### src/rtl/marquee_scroller_if.sv
// Marquee scroller bus: message buffer writes, run control, character ROM loop and display drive.
interface marquee_scroller_if #(
    parameter int DIGITS    = 4,
    parameter int MSG_DEPTH = 32
);
    logic                           wr_en;
    logic [$clog2(MSG_DEPTH)-1:0]   wr_addr;
    logic [7:0]                     wr_data;
    logic [$clog2(MSG_DEPTH):0]     msg_len;
    logic                           start;
    logic                           pause;
    logic                           halt;
    logic [7:0]                     ascii_out;
    logic [15:0]                    seg_in;
    logic [15:0]                    seg_out;
    logic [DIGITS-1:0]              dig_n;
    logic                           wrap;
    logic                           busy;

    modport master (
        output wr_en, wr_addr, wr_data, msg_len, start, pause, halt, seg_in,
        input  ascii_out, seg_out, dig_n, wrap, busy
    );

    modport slave (
        input  wr_en, wr_addr, wr_data, msg_len, start, pause, halt, seg_in,
        output ascii_out, seg_out, dig_n, wrap, busy
    );
endinterface

### src/rtl/marquee_scroller.sv
// 16-segment marquee sequencer: message buffer, digit scan, scroll window and ROM loop.
// Build macro MARQUEE_BLANK_GAP_EN: message scrolls fully off (blank gap) before wrapping.
module marquee_scroller #(
    parameter int DIGITS     = 4,
    parameter int MSG_DEPTH  = 32,
    parameter int SCAN_DIV   = 1000,
    parameter int SCROLL_DIV = 2500000
) (
    input  logic              clk,
    input  logic              rst,
    marquee_scroller_if.slave bus
);
    localparam int AW  = $clog2(MSG_DEPTH);
    localparam int PW  = $clog2(MSG_DEPTH + DIGITS) + 1;
    localparam int DW  = (DIGITS > 1) ? $clog2(DIGITS) : 1;
    localparam int SCW = $clog2(SCAN_DIV);
    localparam int SRW = (SCROLL_DIV > 1) ? $clog2(SCROLL_DIV) : 1;

    typedef enum logic [1:0] {
        ST_IDLE = 2'd0,
        ST_RUN  = 2'd1,
        ST_HOLD = 2'd2
    } state_t;

    state_t            state_r, state_s;
    logic [PW-1:0]     len_r, pos_r;
    logic [DW-1:0]     digit_r, dig1_r;
    logic [SCW-1:0]    scan_cnt_r;
    logic [SRW-1:0]    scroll_cnt_r;
    logic              v1_r, blank1_r;
    logic [7:0]        ascii_r;
    logic [15:0]       seg_r;
    logic [DIGITS-1:0] dig_n_r;
    logic              wrap_r, busy_r;
    logic [7:0]        mem [MSG_DEPTH];

    logic [PW-1:0]     len_in_s, pmax_s, sum_s, divisor_s;
    logic [AW-1:0]     addr_s;
    logic              start_ok_s, scan_tick_s, scroll_tick_s, blank_s;

    // Length latch candidate, tick decode and character address for the current scan slot
    always_comb begin
        if (bus.msg_len > (AW + 1)'(MSG_DEPTH)) begin
            len_in_s = PW'(MSG_DEPTH);
        end else begin
            len_in_s = PW'(bus.msg_len);
        end
        start_ok_s    = bus.start && (len_in_s != PW'(0));
        scan_tick_s   = (state_r != ST_IDLE) && (scan_cnt_r == SCW'(SCAN_DIV - 1));
        scroll_tick_s = (state_r == ST_RUN) && (scroll_cnt_r == SRW'(SCROLL_DIV - 1));
        sum_s         = pos_r + PW'(digit_r);
        divisor_s     = (len_r == PW'(0)) ? PW'(1) : len_r;
`ifdef MARQUEE_BLANK_GAP_EN
        pmax_s  = len_r + PW'(DIGITS - 1);
        blank_s = (sum_s >= len_r);
        addr_s  = sum_s[AW-1:0];
`else
        pmax_s  = len_r - PW'(1);
        blank_s = 1'b0;
        addr_s  = AW'(sum_s % divisor_s);
`endif
    end

    // Next-state decode; halt outranks pause, pause outranks start
    always_comb begin
        state_s = state_r;
        case (state_r)
            ST_IDLE: begin
                if (bus.halt || bus.pause) state_s = ST_IDLE;
                else if (start_ok_s)       state_s = ST_RUN;
                else                       state_s = ST_IDLE;
            end
            ST_RUN: begin
                if (bus.halt)       state_s = ST_IDLE;
                else if (bus.pause) state_s = ST_HOLD;
                else                state_s = ST_RUN;
            end
            ST_HOLD: begin
                if (bus.halt)       state_s = ST_IDLE;
                else if (bus.pause) state_s = ST_HOLD;
                else if (bus.start) state_s = ST_RUN;
                else                state_s = ST_HOLD;
            end
            default: state_s = ST_IDLE;
        endcase
    end

    // State register, dividers, scroll position and scan digit
    always_ff @(posedge clk) begin
        if (rst) begin
            state_r      <= ST_IDLE;
            len_r        <= PW'(0);
            pos_r        <= PW'(0);
            digit_r      <= DW'(0);
            scan_cnt_r   <= SCW'(0);
            scroll_cnt_r <= SRW'(0);
            wrap_r       <= 1'b0;
            busy_r       <= 1'b0;
        end else begin
            state_r <= state_s;
            busy_r  <= (state_s != ST_IDLE);
            wrap_r  <= (state_s != ST_IDLE) && scroll_tick_s && (pos_r == pmax_s);
            if (state_s == ST_IDLE || state_r == ST_IDLE) begin
                // Leaving IDLE latches the length; everything else restarts from zero
                if (state_r == ST_IDLE) len_r <= len_in_s;
                pos_r        <= PW'(0);
                digit_r      <= DW'(0);
                scan_cnt_r   <= SCW'(0);
                scroll_cnt_r <= SRW'(0);
            end else begin
                scan_cnt_r <= scan_tick_s ? SCW'(0) : scan_cnt_r + 1'b1;
                if (scan_tick_s) begin
                    digit_r <= (digit_r == DW'(DIGITS - 1)) ? DW'(0) : digit_r + 1'b1;
                end
                if (state_r == ST_RUN) begin
                    scroll_cnt_r <= scroll_tick_s ? SRW'(0) : scroll_cnt_r + 1'b1;
                end
                if (scroll_tick_s) begin
                    pos_r <= (pos_r == pmax_s) ? PW'(0) : pos_r + 1'b1;
                end
            end
        end
    end

    // Scan pipeline: fetch character on the tick, then register ROM pattern with its digit enable
    always_ff @(posedge clk) begin
        if (rst || state_s == ST_IDLE) begin
            ascii_r  <= 8'h20;
            seg_r    <= 16'hFFFF;
            dig_n_r  <= {DIGITS{1'b1}};
            v1_r     <= 1'b0;
            blank1_r <= 1'b0;
            dig1_r   <= DW'(0);
        end else begin
            v1_r <= scan_tick_s;
            if (scan_tick_s) begin
                ascii_r  <= blank_s ? 8'h20 : mem[addr_s];
                blank1_r <= blank_s;
                dig1_r   <= digit_r;
            end
            if (v1_r) begin
                seg_r   <= blank1_r ? 16'hFFFF : bus.seg_in;
                dig_n_r <= ~(DIGITS'(1'b1) << dig1_r);
            end
        end
    end

    // Message buffer; contents survive reset and halt
    always_ff @(posedge clk) begin
        if (bus.wr_en) begin
            mem[bus.wr_addr] <= bus.wr_data;
        end
    end

    assign bus.ascii_out = ascii_r;
    assign bus.seg_out   = seg_r;
    assign bus.dig_n     = dig_n_r;
    assign bus.wrap      = wrap_r;
    assign bus.busy      = busy_r;
endmodule
### src/flat_wrapper.sv
// flat-port wrapper written by rule: the top's interface ports become plain ports
module marquee_scroller_flat 
#(
    parameter int DIGITS     = 4,
    parameter int MSG_DEPTH  = 32,
    parameter int SCAN_DIV   = 1000,
    parameter int SCROLL_DIV = 2500000
)
  (clk, rst, bus_wr_en, bus_wr_addr, bus_wr_data, bus_msg_len, bus_start, bus_pause, bus_halt, bus_seg_in, bus_ascii_out, bus_seg_out, bus_dig_n, bus_wrap, bus_busy);
  marquee_scroller_if #(.DIGITS(DIGITS), .MSG_DEPTH(MSG_DEPTH)) bus_i ();
  input  logic clk;
  input  logic rst;
  input wire logic [$bits(bus_i.wr_en)-1:0] bus_wr_en;
  input wire logic [$bits(bus_i.wr_addr)-1:0] bus_wr_addr;
  input wire logic [$bits(bus_i.wr_data)-1:0] bus_wr_data;
  input wire logic [$bits(bus_i.msg_len)-1:0] bus_msg_len;
  input wire logic [$bits(bus_i.start)-1:0] bus_start;
  input wire logic [$bits(bus_i.pause)-1:0] bus_pause;
  input wire logic [$bits(bus_i.halt)-1:0] bus_halt;
  input wire logic [$bits(bus_i.seg_in)-1:0] bus_seg_in;
  output wire logic [$bits(bus_i.ascii_out)-1:0] bus_ascii_out;
  output wire logic [$bits(bus_i.seg_out)-1:0] bus_seg_out;
  output wire logic [$bits(bus_i.dig_n)-1:0] bus_dig_n;
  output wire logic [$bits(bus_i.wrap)-1:0] bus_wrap;
  output wire logic [$bits(bus_i.busy)-1:0] bus_busy;
  assign bus_i.wr_en = bus_wr_en;
  assign bus_i.wr_addr = bus_wr_addr;
  assign bus_i.wr_data = bus_wr_data;
  assign bus_i.msg_len = bus_msg_len;
  assign bus_i.start = bus_start;
  assign bus_i.pause = bus_pause;
  assign bus_i.halt = bus_halt;
  assign bus_i.seg_in = bus_seg_in;
  assign bus_ascii_out = bus_i.ascii_out;
  assign bus_seg_out = bus_i.seg_out;
  assign bus_dig_n = bus_i.dig_n;
  assign bus_wrap = bus_i.wrap;
  assign bus_busy = bus_i.busy;
  marquee_scroller #(.DIGITS(DIGITS), .MSG_DEPTH(MSG_DEPTH), .SCAN_DIV(SCAN_DIV), .SCROLL_DIV(SCROLL_DIV)) u_core (.clk(clk), .rst(rst), .bus(bus_i));
endmodule
### config.mk
export PLATFORM = sky130hd
export DESIGN_NAME = marquee_scroller_flat
export DESIGN_NICKNAME = d
export VERILOG_FILES = /design/src/rtl/marquee_scroller_if.sv /design/src/rtl/marquee_scroller.sv /design/src/flat_wrapper.sv
export SDC_FILE = /design/constraint.sdc
export NUM_CORES = 1
export LEC_CHECK = 0
export ABC_AREA = 1
export CORE_MARGIN = 8
export CORE_UTILIZATION = 30
export DETAILED_ROUTE_END_ITERATION = 8
export PLACE_DENSITY = 0.55
export SLEW_MARGIN = 0
export SYNTH_ARGS = -nofsm -noshare
export SYNTH_HDL_FRONTEND = slang
export SYNTH_SLANG_ARGS = --single-unit
### constraint.sdc
create_clock -name clk -period 14.1 [get_ports clk]
set_input_delay 2.82 -clock clk [delete_from_list [all_inputs] [get_ports clk]]
set_output_delay 2.82 -clock clk [all_outputs]
set_load 0.05 [all_outputs]
==> summary.md, run 1 <==
| Metric | Value |
|---|---|
| Input/output buffers | `70` |
| Max cap viols | `0` |
| Initial Util | `a little under a third` |
| CTS Sinks | `338` |
| Min Tclk post-route | `about 13 ns` |
| Post-Synthesis Cell Area | `approximately 16000 µm²` |
| Register-to-Register Path Depth | `75` |
| Total setup buffers inserted after CTS | `0` |
| Post-place setup slack | `between 1 and 1.5 ns` |
| Worst slew margin | `13.24%` |
| Slew @ Worst Pin | `between 1 and 1.5 ns` |
| CTS clk-pin slew, worst paths | `about 0.06 ns` |
| Status | `complete, no violations` |
| Synth top area share | `between 40% and 50%` |
| Root Buffer Master | `clkbuf_16` |
| Die area | `62080 µm²` |
| RR Startpoint | `u_core.pos_r[0]$_SDFFE_PP0P_` |
| Maximum buffer depth of the clock tree | `3` |
| Total gr overflow | `0` |
| Final hold slack | `around 0.45 ns` |
| Hold Crit Endpoint | `u_core.scan_cnt_r[0]$_SDFF_PP0_` |
| Reg2reg setup slack | `between 1 and 1.5 ns` |
| Post-Layout Inst Area | `between 15000 and 20000 µm²` |
| Worst skew pair latency | `about 0.54 ns` |
| Die Wd | `about 250 µm` |
| Delay of the slowest cell on the worst path | `0.56 ns` |
| Diode count | `0` |
| Finish-stage setup viols | `0` |
| First-pass GRT wire length | `67.13 mm` |
| Worst Path Required | `14.51 ns` |
| Syn. warnings | `0` |
| H-tree level count | `2` |
| FF+latch count, synth | `between 300 and 400` |
| Unrepaired setup endpoints after global routing | `no` |
| Worst setup EP type | `register` |
| CTS tree | `yes` |
| Synth Instances | `1773` |
| Routability congestion estimate | `between 0.8 and 0.9` |
| WHS Path Cells | `1` |
| CP top delay family | `compound AO/OA/AOI/OAI gates` |
| Initial drt markers | `~960` |
| Total routed wirelength | `42.29 mm` |
| FILL cells | `between 5000 and 6000` |
| Placement Cell Area | `between 15000 and 20000 µm²` |
| Dominant cell type by count on the critical path | `nand2_1` |
| Avg Cell Area, Syn | `roughly 9.2 µm²` |
| Count leader, synth | `nand2_1` |
| Yosys top cell by area | `edfxtp_1` |
| Pin count of the biggest net entering global routing | `73` |
| Tot GR Track Use | `approximately an eighth` |
| Fin nets | `approximately 1900` |
| Die span in y | `between 200 and 250 µm` |
| Hold buffers post-CTS | `0` |
| Drt pass-1 iters | `7` |
| Buf+Inv Stages, Crit Path | `11` |
| Initial antenna violation count | `1` |
| Final Hold Viols | `0` |
| FMAX | `roughly 0.078 GHz` |
| Number of synthesized flops with an enable pin | `around 260` |
| DRT antenna net count | `0` |
| Final count of pins violating max slew | `0` |
| Final WS setup | `between 1 and 1.5 ns` |
| Vias | `12063` |
| Worst setup SP type | `register` |
| Crit path kind | `register to register` |
| Area contributors post-synth | `edfxtp_1, dfxtp_1, nand3_1` |
| Min-delay src | `u_core.scan_cnt_r[0]$_SDFF_PP0_` |
| Worst path slowest cell | `nand2_2` |
| Setup Skew | `about 0.02 ns` |
| Core area | `between 50000 and 60000 µm²` |
| Final Cycle Share | `between 90% and 100%` |
| Mapped Nets | `between 1500 and 2000` |
| Reg-to-Reg End | `u_core.bus.ascii_out[5]$_SDFFE_PP1P_` |
| Worst min path class | `register to register` |
| Layout area overhead | `16.00%` |
| FFs w/ async S/R, synth | `0%` |
| Sequential-to-total area share from yosys stat | `57.20%` |
| Post-synth top cells | `nand2_1, inv_1, nand3_1` |
| Worst-path fanout max | `72` |
| Vias per Instance | `around 4.7` |
| Total CTS buffers | `38` |
| CP arrival | `between 10 and 15 ns` |
| Share of cells above drive strength 1 | `roughly 6%` |
| DRC Markers | `0` |
| Synth Flop Type | `edfxtp_1` |
| Setup TNS Final | `0 ns` |
| Io pins | `71` |
| Cell Rows | `85` |
| Number of global-route vias before repair | `about 12000` |
| DR WL/cell | `around 16 µm` |
| Count of cell types in the netlist | `47` |
| Hpwl dp | `27.59 mm` |
==> layer usage <==
metal | vias up | share of wire (%) | global-route usage, %
li1 | 5945 | - | -
met1 | 5825 | 47 | 18.12
met2 | 245 | 46 | 21.74
met3 | 48 | 5.4 | 2.681
met4 | 0 | 1.5 | 2.592
met5 | - | 0 | 0
==> cell usage in the layout (no fill, tap or decap), types with 3 or more instances in the layout <==
| cell type | count |
|---|---|
| clkbuf_1 | 9 |
| nand4_1 | 11 |
| xnor2_1 | 12 |
| nor2_1 | 103 |
| nand3_2 | 5 |
| or2_2 | 6 |
| inv_2 | 5 |
| nand3_1 | 319 |
| clkbuf_16 | 41 |
| nor3_1 | 18 |
| clkdlybuf4s50_1 | 70 |
| o21ai_2 | 3 |
| ha_1 | 36 |
| inv_1 | 326 |
| a21oi_2 | 6 |
| mux2i_1 | 16 |
| clkinv_2 | 12 |
| a22oi_1 | 4 |
| edfxtp_1 | 256 |
| a21oi_1 | 25 |
| buf_4 | 18 |
| o21ai_0 | 37 |
| nand2_2 | 5 |
| dfxtp_1 | 82 |
| o21bai_1 | 3 |
| clkinv_1 | 3 |
| nor4_1 | 8 |
| a21o_1 | 4 |
| xor2_1 | 27 |
| o211ai_1 | 6 |
| nand2_1 | 356 |
| a211oi_1 | 5 |
==> metrics by stage <==
step | cells | utilization [%]
after global routing | 2564 | 35.16
after floorplan | 1773 | -
after CTS | 2564 | 35.14
after global placement | 2494 | 32.83
final | 2564 | 35.16
after detailed placement | 2494 | 32.83
==> registers in the layout, indices dropped and copies added, names as in the netlist <==
| name | count |
|---|---|
| u_core.v1_r | 1 |
| u_core.bus.wrap | 1 |
| u_core.state_r | 2 |
| u_core.len_r | 6 |
| u_core.digit_r | 2 |
| u_core.bus.busy | 1 |
| u_core.bus.dig_n | 4 |
| u_core.mem | 256 |
| u_core.scan_cnt_r | 10 |
| u_core.pos_r | 7 |
| u_core.bus.seg_out | 16 |
| u_core.scroll_cnt_r | 22 |
| u_core.bus.ascii_out | 8 |
| u_core.dig1_r | 2 |
==> worst max path at each step <==
| stage | from | endpoint | depth (start not counted) |
|---|---|---|---|
| 6_report | u_core.pos_r[0]$_SDFFE_PP0P_ | u_core.bus.ascii_out[5]$_SDFFE_PP1P_ | 75 |
| 5_1_grt | u_core.pos_r[0]$_SDFFE_PP0P_ | u_core.bus.ascii_out[4]$_SDFFE_PP0P_ | 74 |
| 4_1_cts | u_core.pos_r[0]$_SDFFE_PP0P_ | u_core.bus.ascii_out[5]$_SDFFE_PP1P_ | 75 |
| 3_5_place_dp | u_core.pos_r[0]$_SDFFE_PP0P_ | u_core.bus.ascii_out[5]$_SDFFE_PP1P_ | 75 |
| 3_3_place_gp | u_core.pos_r[0]$_SDFFE_PP0P_ | u_core.bus.ascii_out[5]$_SDFFE_PP1P_ | 73 |
| 2_1_floorplan | u_core.pos_r[0]$_SDFFE_PP0P_ | u_core.bus.ascii_out[5]$_SDFFE_PP1P_ | 72 |
==> cells by family (layout without fill, tap and decap cells) <==
group | after synthesis | after routing | share of synthesized area (%)
simple gates | 839 | 839 | 22.67
xor+xnor | 39 | 39 | 2.094
mux | 16 | 16 | 0.9819
compound gates | 107 | 107 | 4.204
fa+ha+maj | 38 | 38 | 3.007
buf+inv | 396 | 491 | 9.843
flops | 338 | 338 | 57.20
==> area by class of cell <==
| class | instances | area [µm²] | area share, % |
|---|---|---|---|
| clock buffers | 52 | 1081 | 5.714 |
| clock inverters | 18 | 161.4 | 0.8531 |
| flip-flops and latches | 338 | 9329 | 49.31 |
| inverters | 333 | 1250 | 6.607 |
| well taps | 696 | 870.8 | 4.603 |
| repair buffers | 88 | 835.8 | 4.418 |
| multi-input cells | 1039 | 5391 | 28.50 |
==> repair_timing <==
item / CTS / global route
endpoints found under the hold margin: 0 / 0
resized for setup: 0 / 1
endpoints found under the setup margin: 0 / 4
Power of run 1 is not shown: default switching activity piles up to over one toggle a cycle in this logic, so the estimate is an artifact.
==> run 2: changes to the inputs <==
--- a/config.mk
+++ b/config.mk
@@ -6,10 +6,10 @@
 export NUM_CORES = 1
 export LEC_CHECK = 0
 export ABC_AREA = 1
-export CORE_MARGIN = 8
 export CORE_UTILIZATION = 30
 export DETAILED_ROUTE_END_ITERATION = 8
 export PLACE_DENSITY = 0.55
+export SKIP_CTS_REPAIR_TIMING = 1
 export SLEW_MARGIN = 0
 export SYNTH_ARGS = -nofsm -noshare
 export SYNTH_HDL_FRONTEND = slang
==> run 2 against run 1 <==
Compared with the run above: routed wire length shrank 0.41%; die area fell by 11%; maximum frequency increased by 0.73%; critical path type unchanged; highest routed layer unchanged.
==> summary.md, run 2 (synthesized netlist as in run 1, its figures left out) <==
| Metric | Value |
|---|---|
| Status | `complete, no violations` |
| Commonest non-fill, non-tap cell in the layout | `nand2_1` |
| Total gr overflow | `0` |
| Buf+Inv Stages, Crit Path | `11` |
| Max FFs per register | `between 200 and 300` |
| Reg-to-Reg End | `u_core.bus.ascii_out[4]$_SDFFE_PP0P_` |
| First-pass GRT wire length | `around 67 mm` |
| RR Startpoint | `u_core.pos_r[0]$_SDFFE_PP0P_` |
| Top reg by flops | `u_core.mem` |
| Worst path slowest cell | `nand2_2` |
| Diode count | `0` |
| DR WL/cell | `16.43 µm` |
| Die Wd | `~240 µm` |
| DRT antenna net count | `0` |
| Initial drt markers | `just under 900` |
| Die span in y | `approximately 240 µm` |
| Dominant cell type by count on the critical path | `nand2_1` |
| Crit path kind | `register to register` |
| Total routed wirelength | `42.12 mm` |
| Core area | `~54000 µm²` |
| Worst slew margin | `between 20% and 30%` |
| Total CTS buffers | `38` |
| Initial Util | `a little under a third` |
| Worst-path fanout max | `67` |
| Vias per Instance | `approximately 4.7` |
| Register-to-Register Path Depth | `74` |
| Worst skew pair latency | `between 0.5 and 0.6 ns` |
| Setup TNS Final | `0 ns` |
| CTS Sinks | `roughly 340` |
| Final Cycle Share | `approximately 90%` |
| Maximum buffer depth of the clock tree | `3` |
| Layout area overhead | `15.83%` |
| Pin count of the biggest net entering global routing | `68` |
| Max cap viols | `0` |
| H-tree level count | `2` |
| Worst min path class | `register to register` |
| Final hold slack | `~0.44 ns` |
| Root Buffer Master | `clkbuf_16` |
| Drt pass-1 iters | `5` |
| Share of cells above drive strength 1 | `5.782%` |
| Crit path capture | `u_core.bus.ascii_out[4]$_SDFFE_PP0P_` |
| CP startpoint | `u_core.pos_r[0]$_SDFFE_PP0P_` |
| Initial antenna violation count | `0` |
| Most frequent cells in the layout | `nand2_1, inv_1, nand3_1` |
| CTS clk-pin slew, worst paths | `0.06 ns` |
| DRC Markers | `0` |
| Slew @ Worst Pin | `between 1 and 1.5 ns` |
| Die area | `between 50000 and 60000 µm²` |
| Input/output buffers | `70` |
| Fin nets | `1918` |
| Hpwl dp | `about 28 mm` |
| CP arrival | `between 10 and 15 ns` |
| Final Hold Viols | `0` |
| CTS tree | `yes` |
| Tot GR Track Use | `~15%` |
| Finish-stage setup viols | `0` |
| Worst setup SP type | `register` |
| Worst Path Required | `~15 ns` |
| Setup Skew | `0.02956 ns` |
| Vias | `approximately 12000` |
| FMAX | `0.07883 GHz` |
| Worst setup EP type | `register` |
| CP top delay family | `compound AO/OA/AOI/OAI gates` |
| Number of global-route vias before repair | `between 10000 and 15000` |
| Final count of pins violating max slew | `0` |
| Min-delay src | `u_core.scan_cnt_r[0]$_SDFF_PP0_` |
| Min Tclk post-route | `roughly 13 ns` |
| Unrepaired setup endpoints after global routing | `no` |
| Reg2reg setup slack | `approximately 1.4 ns` |
| Io pins | `71` |
| Routability congestion estimate | `roughly 0.87` |
| Cell Rows | `85` |
| CP Depth | `74` |
| Delay of the slowest cell on the worst path | `between 0.5 and 0.6 ns` |
==> run 2: area by class of cell <==
cell class | count | area, µm²
fillers | 5500 | 34920
flip-flops and latches | 338 | 9329
multi-input cells | 1039 | 5396
inverters | 333 | 1250
clock buffers | 45 | 987.2
well taps | 696 | 870.8
repair buffers | 89 | 847.1
clock inverters | 24 | 210.2
==> run 2: worst min-delay path by stage <==
stage,to,slack [ns],depth (start not counted)
floorplan,u_core.scan_cnt_r[0]$_SDFF_PP0_,0.42,1
global placement,u_core.scan_cnt_r[0]$_SDFF_PP0_,0.43,1
detailed placement,u_core.scan_cnt_r[0]$_SDFF_PP0_,0.44,1
CTS,u_core.scan_cnt_r[0]$_SDFF_PP0_,0.45,1
global route,u_core.bus.seg_out[8]$_SDFFE_PP1P_,0.48,2
finish,u_core.scan_cnt_r[0]$_SDFF_PP0_,0.44,1
==> run 2: stage by stage <==
| step | worst slack, ns | utilization, % | std cells | area [µm²] |
|---|---|---|---|---|
| after floorplan | 4.000 | - | 1773 | 16310 |
| after global placement | 1.527 | 32.85 | 2495 | 17680 |
| after detailed placement | 1.223 | 32.85 | 2495 | 17680 |
| after CTS | 1.172 | 35.07 | 2564 | 18870 |
| after global routing | 0.005960 | 35.10 | 2564 | 18890 |
| final | 1.415 | 35.10 | 2564 | 18890 |
==> run 2: worst register-to-register path, delay by kind of cell (launching register included) <==
family                     cells  cell delay [ns]
AOI/OAI and AO/OA             25             4.23
xor gates and xnor gates       1             0.18
adders and majority gates      9             3.03
DFF                            1             0.36
buffers and inverters         11             1.22
and+or+nand+nor               28             3.60
==> run 2: layer usage <==
| layer | track usage [%] | up-vias | share of wire (%) |
|---|---|---|---|
| li1 | - | 5952 | - |
| met1 | 21.21 | 5709 | 46 |
| met2 | 24.04 | 331 | 45 |
| met3 | 3.189 | 54 | 6.6 |
| met4 | 3.947 | 0 | 1.8 |
| met5 | 0 | - | 0 |
Power of run 2 is left out for the same reason.
==> run 3: changes to the inputs <==
--- a/config.mk
+++ b/config.mk
@@ -6,9 +6,10 @@
 export NUM_CORES = 1
 export LEC_CHECK = 0
 export ABC_AREA = 1
+export CORE_MARGIN = 5
 export CORE_UTILIZATION = 30
 export DETAILED_ROUTE_END_ITERATION = 8
-export PLACE_DENSITY = 0.55
+export PLACE_DENSITY = 0.43
 export SKIP_CTS_REPAIR_TIMING = 1
 export SLEW_MARGIN = 0
 export SYNTH_ARGS = -nofsm -noshare
==> run 3 against run 2 <==
Compared with the run above: worst setup slack better by 0.15 ns; clock-buffer cell count up 1; worst hold slack better by 0.0026 ns; highest routed layer unchanged; final cell count unchanged; maximum frequency up 1.2%.
==> summary.md, run 3 (synthesized netlist as in run 1, its figures left out) <==
| Metric | Value |
|---|---|
| Tot GR Track Use | `~15%` |
| Slew @ Worst Pin | `1.165 ns` |
| Diode count | `0` |
| WHS Path Cells | `1` |
| Setup TNS Final | `0 ns` |
| CP arrival | `between 10 and 15 ns` |
| Die span in y | `between 200 and 250 µm` |
| Reg2reg setup slack | `between 1.5 and 2 ns` |
| Total routed wirelength | `between 40 and 50 mm` |
| DRT antenna net count | `0` |
| Cell Rows | `between 80 and 90` |
| Maximum buffer depth of the clock tree | `3` |
| Max cap viols | `0` |
| DR WL/cell | `about 17 µm` |
| Vias per Instance | `4.631` |
| Dominant cell type by count on the critical path | `nand2_1` |
| Die Wd | `around 240 µm` |
| Root Buffer Master | `clkbuf_16` |
| Commonest non-fill, non-tap cell in the layout | `nand2_1` |
| Worst min path class | `register to register` |
| FMAX | `about 0.080 GHz` |
| H-tree level count | `2` |
| Core area | `53810 µm²` |
| Final Hold Viols | `0` |
| Top reg by flops | `u_core.mem` |
| Input/output buffers | `70` |
| Die area | `between 50000 and 60000 µm²` |
| Reg area | `9329 µm²` |
| RR Startpoint | `u_core.pos_r[0]$_SDFFE_PP0P_` |
| Routability congestion estimate | `slightly above 0.8` |
| Worst Path Required | `approximately 15 ns` |
| Unrepaired setup endpoints after global routing | `no` |
| Worst path slowest cell | `nand2_4` |
| Number of global-route vias before repair | `between 10000 and 15000` |
| Worst-path fanout max | `87` |
| Crit path kind | `register to register` |
| Layout area overhead | `16.02%` |
| Register-to-Register Path Depth | `between 70 and 80` |
| Finish-stage setup viols | `0` |
| Reg-to-Reg End | `u_core.bus.ascii_out[4]$_SDFFE_PP0P_` |
| Min-delay src | `u_core.scan_cnt_r[0]$_SDFF_PP0_` |
| Drt pass-1 iters | `6` |
| CTS tree | `yes` |
| Worst slew margin | `22.20%` |
| Total CTS buffers | `39` |
| DRC Markers | `0` |
| Initial drt markers | `approximately 750` |
| Initial antenna violation count | `0` |
| Pin count of the biggest net entering global routing | `88` |
| Initial Util | `between 30 and 40%` |
| Setup Skew | `0.01526 ns` |
| Share of cells above drive strength 1 | `roughly 5.8%` |
| First-pass GRT wire length | `about 69 mm` |
| Hold Crit Endpoint | `u_core.scan_cnt_r[0]$_SDFF_PP0_` |
| Hpwl dp | `~29 mm` |
| Worst skew pair latency | `between 0.5 and 0.6 ns` |
| FILL cells | `roughly 5500` |
| Vias | `around 12000` |
| Post-place setup slack | `1.481 ns` |
| Most frequent cells in the layout | `nand2_1, inv_1, nand3_1` |
| Delay of the slowest cell on the worst path | `slightly above 0.9 ns` |
| Min Tclk post-route | `roughly 13 ns` |
| Final Cycle Share | `about nine tenths` |
| Total gr overflow | `0` |
| Status | `complete, no violations` |
| Multi-input logic area | `approximately 5400 µm²` |
| CTS clk-pin slew, worst paths | `about 0.06 ns` |
| Final count of pins violating max slew | `0` |
| Max FFs per register | `256` |
| CTS Sinks | `between 300 and 400` |
| Final WS setup | `between 1.5 and 2 ns` |
| Fin nets | `1918` |
| Worst setup EP type | `register` |
| Worst setup SP type | `register` |
| Io pins | `slightly above 70` |
[run 3: changes by cell type in the layout (fill, tap and decap cells not counted), sizes merged]
cell,before,now
clkbuf,45,46
buf,19,18
clkinvlp,1,0
bufinv,3,4
[run 3: routing by layer]
metal / up-vias / track usage [%] / part of all wire, %
met3: 72 / 3.168 / 5.5
met5: - / 0 / 0
met1: 5569 / 20.61 / 48
met4: 0 / 4.372 / 2.4
met2: 277 / 23.69 / 44
li1: 5956 / - / -
[run 3: per-stage QoR]
stage | utilization [%] | instances | hold WS (ns) | area (µm²)
global placement | 32.86 | 2494 | 0.4335 | 17690
floorplan | - | 1773 | 0.4175 | 16310
global route | 35.16 | 2564 | 0.4828 | 18920
CTS | 35.15 | 2564 | 0.4528 | 18910
finish | 35.16 | 2564 | 0.4467 | 18920
detailed placement | 32.86 | 2494 | 0.4429 | 17690
[run 3: how the worst max path moves through the flow]
stage	start	endpoint	slack, ns	cells after the start
floorplan	u_core.pos_r[0]$_SDFFE_PP0P_	u_core.bus.ascii_out[5]$_SDFFE_PP1P_	4.00	72
global placement	u_core.pos_r[0]$_SDFFE_PP0P_	u_core.bus.ascii_out[5]$_SDFFE_PP1P_	1.78	74
detailed placement	u_core.pos_r[0]$_SDFFE_PP0P_	u_core.bus.ascii_out[5]$_SDFFE_PP1P_	1.48	74
CTS	u_core.pos_r[0]$_SDFFE_PP0P_	u_core.bus.ascii_out[5]$_SDFFE_PP1P_	1.44	74
global route	u_core.pos_r[0]$_SDFFE_PP0P_	u_core.bus.ascii_out[5]$_SDFFE_PP1P_	0.17	75
finish	u_core.pos_r[0]$_SDFFE_PP0P_	u_core.bus.ascii_out[4]$_SDFFE_PP0P_	1.57	71
[run 3: area by class of cell]
cell class              count  share of cell area [%]
flip-flops and latches    338                   49.30
multi-input cells        1039                   28.52
inverters                 333                   6.606
clock buffers              46                   5.349
well taps                 696                   4.602
repair buffers             88                   4.483
clock inverters            24                   1.137
[run 3: critical path: cells and delay by family, from the launching register on]
family | cells | cell delay, ns
simple gates | 25 | 3.37
fa+ha+maj | 9 | 2.98
flops | 1 | 0.36
buf+inv | 11 | 1.16
compound gates | 25 | 4.26
xor+xnor | 1 | 0.19
Power of run 3 is left out for the same reason.
